### src/rtl/result_bcd_converter.sv
// Result-to-BCD converter: captures the arithmetic unit's result and converts its magnitude to packed BCD.
// Latency: done pulses RW+1 edges after the accepting edge; the error path takes 1 edge.
// No backpressure: start is ignored while busy, and outputs hold until the next FINISH.
// Optional: define LEADING_ZERO_BLANK_EN to blank leading zero digits with 4'hF.
module result_bcd_converter #(
   parameter int WORD_LENGTH = 16,
   parameter int DIGITS      = 10
) (
   input  logic                       clk,
   input  logic                       reset,
   input  logic                       start,
   input  logic [2*WORD_LENGTH-1:0]   Data,
   input  logic                       op,
   input  logic                       error_in,
   output logic                       busy,
   output logic                       done,
   output logic                       valid,
   output logic [4*DIGITS-1:0]        BCD,
   output logic                       sign,
   output logic                       error_out
);

   localparam int RW = 2 * WORD_LENGTH;
   localparam int CW = $clog2(RW + 1);
   localparam int BW = 4 * DIGITS;

   typedef enum logic [1:0] {IDLE, CONVERT, FINISH} state_t;

   state_t         state;
   logic [RW-1:0]  mag;
   logic [BW-1:0]  work_bcd;
   logic [CW-1:0]  cnt;
   logic           err_cap;
   logic [BW-1:0]  adj_bcd;
   logic [BW-1:0]  final_bcd;

   // Add 3 to every working digit that is 5 or more, ahead of the shift.
   always_comb begin
      adj_bcd = work_bcd;
      for (int i = 0; i < DIGITS; i++) begin
         if (work_bcd[4*i +: 4] >= 4'd5) begin
            adj_bcd[4*i +: 4] = work_bcd[4*i +: 4] + 4'd3;
         end
      end
   end

`ifdef LEADING_ZERO_BLANK_EN
   logic nz;

   // Replace leading zero digits above digit 0 with the blank code; blank all digits on error.
   always_comb begin
      final_bcd = work_bcd;
      nz        = 1'b0;
      if (err_cap) begin
         final_bcd = '1;
      end else begin
         for (int i = DIGITS - 1; i >= 1; i--) begin
            nz = nz | (work_bcd[4*i +: 4] != 4'd0);
            if (!nz) begin
               final_bcd[4*i +: 4] = 4'hF;
            end
         end
      end
   end
`else
   // Plain BCD; the working register is already cleared on the error path.
   assign final_bcd = work_bcd;
`endif

   // Control FSM with the double-dabble datapath and registered outputs.
   always_ff @(posedge clk) begin
      if (!reset) begin
         state     <= IDLE;
         mag       <= '0;
         work_bcd  <= '0;
         cnt       <= '0;
         err_cap   <= 1'b0;
         busy      <= 1'b0;
         done      <= 1'b0;
         valid     <= 1'b0;
         BCD       <= '0;
         sign      <= 1'b0;
         error_out <= 1'b0;
      end else begin
         done <= 1'b0;
         case (state)
            IDLE: begin
               if (start) begin
                  valid    <= 1'b0;
                  busy     <= 1'b1;
                  work_bcd <= '0;
                  cnt      <= '0;
                  err_cap  <= error_in;
                  if (error_in) begin
                     error_out <= 1'b1;
                     sign      <= 1'b0;
                     BCD       <= '0;
                     mag       <= '0;
                     state     <= FINISH;
                  end else begin
                     // The most negative value negates to itself, which reads as 2^(RW-1) unsigned.
                     sign  <= ~op & Data[RW-1];
                     mag   <= (~op & Data[RW-1]) ? -Data : Data;
                     state <= CONVERT;
                  end
               end
            end
            CONVERT: begin
               work_bcd <= {adj_bcd[BW-2:0], mag[RW-1]};
               mag      <= {mag[RW-2:0], 1'b0};
               cnt      <= cnt + 1'b1;
               if (cnt == CW'(RW - 1)) begin
                  state <= FINISH;
               end
            end
            FINISH: begin
               BCD       <= final_bcd;
               error_out <= err_cap;
               done      <= 1'b1;
               valid     <= 1'b1;
               busy      <= 1'b0;
               state     <= IDLE;
            end
            default: state <= IDLE;
         endcase
      end
   end

endmodule
### config.mk
export PLATFORM = sky130hd
export DESIGN_NAME = result_bcd_converter
export DESIGN_NICKNAME = d
export VERILOG_FILES = /design/src/rtl/result_bcd_converter.sv
export SDC_FILE = /design/constraint.sdc
export NUM_CORES = 1
export LEC_CHECK = 0
export CAP_MARGIN = 20
export CORE_MARGIN = 4
export CORE_UTILIZATION = 47
export CTS_BUF_LIST = sky130_fd_sc_hd__clkbuf_4 sky130_fd_sc_hd__clkbuf_8
export DETAILED_ROUTE_END_ITERATION = 8
export PLACE_DENSITY = 0.7
export RECOVER_POWER = 100
export SYNTH_ARGS = -nofsm -noshare
export SYNTH_HDL_FRONTEND = slang
export SYNTH_SLANG_ARGS = --single-unit
### constraint.sdc
create_clock -name clk -period 3.42 [get_ports clk]
set_clock_uncertainty 0.2 [all_clocks]
set_input_delay 0.684 -clock clk [delete_from_list [all_inputs] [get_ports clk]]
set_output_delay 0.684 -clock clk [all_outputs]
set_load 0.05 [all_outputs]
# After elaboration in Yosys (flattened, before gate mapping)
# Index checks and enable logic that the tools add are counted.
[totals]
word_cells = 83
reg_bits = 126
output_inout_bits = 45
in_bits = 37
[classes]
order_cmp = 10
bitwise_logic = 2
n_reduce_logical = 8
n_eq_ne = 6
n_addsub = 12
n_mux = 34
[ops]
columns = ["op", "count"]
rows = [
  ["one-hot mux 40 bit (2 select lines)", 2],
  ["2-to-1 mux 40 bit", 3],
  ["2-to-1 mux 32 bit", 3],
  ["one-hot mux 32 bit (2 select lines)", 1],
  ["greater-or-equal comparator 4 x 3 -> 1 bit (second input constant)", 10],
  ["adder 4 x 2 -> 4 bit (second input constant)", 9],
  ["2-to-1 mux 4 bit", 9],
  ["negation 32 bit", 1],
  ["one-hot mux 6 bit (2 select lines)", 1],
  ["AND reduction 2 bit", 4],
  ["adder 6 x 1 -> 6 bit (second input constant)", 1],
  ["== test 6 x 5 -> 1 bit (second input constant)", 1],
  ["2-to-1 mux 1 bit", 6],
  ["2-to-1 mux 2 bit", 3],
  ["2-to-1 mux 6 bit", 1],
  ["inequality test 2 bit (second input constant)", 3],
  ["one-hot mux 1 bit (2 select lines)", 3],
  ["one-hot mux 2 bit (2 select lines)", 1],
  ["nonzero test 2 bit", 2],
  ["adder 3 x 2 -> 3 bit (second input constant)", 1],
  ["2-to-1 mux 3 bit", 1],
  ["AND reduction 3 bit", 1],
  ["== test 2 x 1 -> 1 bit (second input constant)", 1],
  ["== test 2 bit (second input constant)", 1],
  ["other kinds (3)", 3],
]

# Logic depth before layout (Yosys ltp)
[logic_depth]
ltp_word = 6
mapped_depth = 7
depth_no_buf = 7

# Worst setup path after synthesis
# OpenSTA, ideal clock, no wires.
[synth_timing]
path_kind = "input-to-reg"
startpoint = "in Data[1]"
endpoint = "reg mag[30]"
arrival_ns = 2.421
slack_ns = 0.737
required_ns = 3.158
setup_ns = 0.062
path_stages = 6
n_path_buf = 0
path_cell_list = "inv_1 ha_1 or4b_4 or4_4 or4_1 nand3_1"
[synth_via]
elab_chain_cells = 5
[synth_lines]
columns = ["element", "line_no", "text"]
rows = [
  ["start, declared", "12", "input logic [2*WORD_LENGTH-1:0] Data,"],
  ["negation 32 bit", "103", "mag <= (~op & Data[RW-1]) ? -Data : Data;"],
  ["2-to-1 mux 32 bit", "103", ""],
  ["2-to-1 mux 32 bit", "94", "if (error_in) begin"],
  ["2-to-1 mux 32 bit", "88", "if (start) begin"],
  ["one-hot mux 32 bit (2 select lines)", "86", "case (state)"],
  ["end signal, assigned", "103", ""],
  ["end signal, assigned", "110", "mag <= {mag[RW-2:0], 1'b0};"],
  ["end, declared", "30", "logic [RW-1:0] mag;"],
]
# No other way between the ends. The select of a mux whose other input is x is not followed.
# A chain may end at the register's enable or synchronous reset.

# Worst setup path in the final report
[layout_timing]
startpoint = "in Data[0]"
endpoint = "reg mag[28]"
# The elaborated chain is that of the path after synthesis.

==> results by group <==
Run status
  • Status: finished with violations
  • Violated checks: capacitance limit, slew limit

Clock tree
  • CTS tree: built
  • Worst-case clock buffer depth: 2
  • Post-CTS setup buffers: 0
  • Clk_lat worst skew: 0.43 ns
  • Root buffer cell: clkbuf_8
  • CTS clk-pin slew, worst paths: 0.06 ns
  • Htree depth: 4
  • Hold-fix buffer count after cts: 0
  • CTS sink cnt: about 130
  • TritonCTS Buffers: 17
  • Post_cts resized: 0

Synth
  • #FFs+latches synth: approximately 130
  • Synth Instances: around 660
  • Compound-gate portion of the synthesized area: approximately a quarter
  • Main synth FF type: dfxtp_1
  • Register area share after synthesis: between 40 and 50%
  • Post-synth cell types: 47
  • Number of synthesized flops with an enable pin: 0
  • Post-Synth Adder-Cell Area: under 10%
  • Xor/xnor share of the synthesized area: under 10%
  • Simple-gate share of the synthesized area: about 15%
  • Ys async rst share: 0%
  • Combinational family with the most area after synthesis: compound AO/OA/AOI/OAI gates
  • Post-Syn Area: ~0.0059 mm²
  • YS warnings: 0
  • Syn_area_per_cell: 8.92 µm²
  • Synthesized Nets: around 700
  • Post-synthesis mux area share: less than 1%

Finish
  • ANT cells: 0
  • Area of the multi-input gates: just over 0.003 mm²
  • # fillers: approximately 1100
  • Register area: between 0.002 and 0.003 mm²
  • Most frequent cells in the layout: dfxtp_1, nor2_1, dlygate4sd3_1
  • Final nets: a little under 800
  • Area growth from synthesis to layout: 23.8%
  • Share of cells above drive strength 1: roughly 7.4%
  • Fin util: 59.9%
  • Post-route insts no fill: approximately 900
  • Most common cell after layout, fill and taps aside: dfxtp_1

Critical path
  • R2R Setup Slk: 0.76 ns
  • Reg2reg path depth: 4
  • Worst path arrival time: between 3 and 4 ns
  • Critical path class: input port to flop
  • Endpoint class of the critical path: flop
  • Crit start category: input port
  • FF-to-FF Start: state[1]$_SDFFE_PN0P_
  • Worst flop-to-flop path endpoint: BCD[36]$_SDFFE_PN0P_
  • CP required: about 3.5 ns
  • CP max FO: 5

STA
  • Unrepaired setup endpoints after global routing: no
  • Crit share post-route: about nine tenths
  • Slew Viols, Final: 121
  • Endpoints failing setup: 0
  • Slew headroom: -22.1%
  • Final worst slack: 0.368 ns
  • Slew at the pin with the worst max-slew slack: 1.83 ns
  • Min Clock Period, post-route: ~3.1 ns
  • Hold Violations, Final: 0
  • Fmax: between 0.3 and 0.4 GHz
  • Setup TNS: 0 ns

Power
  • PwrDens: 422 mW/mm²
  • Psw: about 740 µW
  • Internal Pwr Total: roughly 2.3 mW
  • Sw Ratio: about a quarter
  • Worst-case vdd ir drop: approximately 0.22 mV
  • Flop pwr share: around half
  • Combinational share of power: 10.2%
  • Pwr Total: ~3 mW
  • Clock share of power: between 40% and 50%
  • Static leakage: roughly 2.7 nW

Placement
  • Post-placement setup slack: approximately 0.12 ns
  • Placed Instances: 879
  • DP HPWL: 9180 µm
  • I/O Buffers: 81
  • Gpl congestion: 0.849

Global routing
  • GRT Resource Usage Total: roughly 19%
  • Largest net degree at the start of global routing: 80
  • Grt ovf: 0
  • Initial antenna violation count: 0
  • Vias in the first global route: about 5100
  • Global-route wire length before repair: roughly 23000 µm

Floorplanning
  • Total core area: about 0.012 mm²
  • Die W: approximately 120 µm
  • Num rows: 40
  • Die ar.: between 0.01 and 0.015 mm²
  • IO Count: 82
  • Die Y-Extent: 120 µm
  • Initial Util: about 48%

Job
  • Max-cap violation count: 2

Drt
  • Routed Antenna Nets: 0
  • Vias per inst: around 5.7
  • WL per Instance: between 10 and 15 µm
  • Via count: around 5200
  • WL final: 13500 µm
  • Drt drc: 0
  • First-pass DRT Iterations: 6
  • Iteration-0 DRC Markers: around 470

Min path
  • Hold path endpoint: BCD[23]$_SDFFE_PN0P_
  • Hold Path Cell Cnt: 1
  • Hold path start: BCD[23]$_SDFFE_PN0P_
  • Worst Hold Class: flop to flop
==> Yosys cell counts (22+ instances only) <==
cell        n  area share [%]
ha_1       22             4.7
o21ai_0    36             3.1
clkbuf_1   35             2.2
a21oi_1    47             4.0
xnor2_1    28             4.2
nor3_1     28             2.4
o22ai_1    24             2.6
a22oi_1    38             4.9
inv_1      26             1.7
a22o_1     43             6.4
dfxtp_1   126              43
nor2_1     59             3.8
==> flip-flops by register name, indices dropped and copies added, names as in the netlist <==
signal,flops
error_out,1
final_bcd,40
sign,1
valid,1
busy,1
mag,32
cnt,6
BCD,40
state,2
done,1
err_cap,1
==> worst max-delay path: stages <==
cell and delay (ns):
dlygate4sd3_1 0.59, inv_1 0.08, ha_1 0.18, or4b_4 0.50, or4_1 0.58, nor4_1 0.31
nor4_1 0.07, nand3b_1 0.15
==> cells by family (layout without fill, tap and decap cells) <==
group                    Yosys count  count (layout)
AO/OA/AOI/OAI                    219             219
AND/OR/NAND/NOR                  173             173
flip-flops                       126             126
buffers and inverters             68             153
XOR/XNOR                          45              45
adder cells (fa/ha/maj)           22              22
multiplexers                       4               4
==> area by class of cell <==
type,instances,area share [%]
sequential,126,34.8
inverter,27,1.40
tap,168,2.90
clock buffer,22,4.00
multi-input combinational,463,42.6
clock inverter,8,1.24
timing repair buffer,96,13.1
==> worst max path at each step <==
stage / start / endpoint / depth (start not counted)
final: Data[0] / mag[28]$_SDFFE_PN0P_ / 8
after global routing: reset / BCD[31]$_SDFFE_PN0P_ / 5
after CTS: Data[0] / mag[30]$_SDFFE_PN0P_ / 7
after detailed placement: Data[0] / mag[30]$_SDFFE_PN0P_ / 7
after global placement: Data[0] / mag[30]$_SDFFE_PN0P_ / 7
after floorplan: Data[1] / mag[30]$_SDFFE_PN0P_ / 6
==> power groups by stage <==
stage | combinational, mW | sequential [mW] | clock [mW]
floorplan | 0.174 | 1.55 | 0
global placement | 0.305 | 1.54 | 0
CTS | 0.312 | 1.51 | 1.28
global route | 0.340 | 1.51 | 1.34
finish | 0.311 | 1.51 | 1.24
detailed placement | 0.311 | 1.54 | 0
==> per-stage QoR <==
step                hold WS, ns  instance area, µm²
floorplan                 0.259                5860
global route              0.280                7260
CTS                       0.277                7260
detailed placement        0.255                6880
global placement          0.249                6880
finish                    0.266                7260
==> metal layers <==
layer / vias up / global-route usage, % / wire length (µm)
li1: 2558 / - / -
met1: 2494 / 23.9 / 6110
met2: 136 / 32.5 / 6540
met3: 18 / 5.37 / 669
met4: 0 / 7.37 / 188
met5: - / 0 / 0
Note: power is estimated with default switching activity, not from simulation.
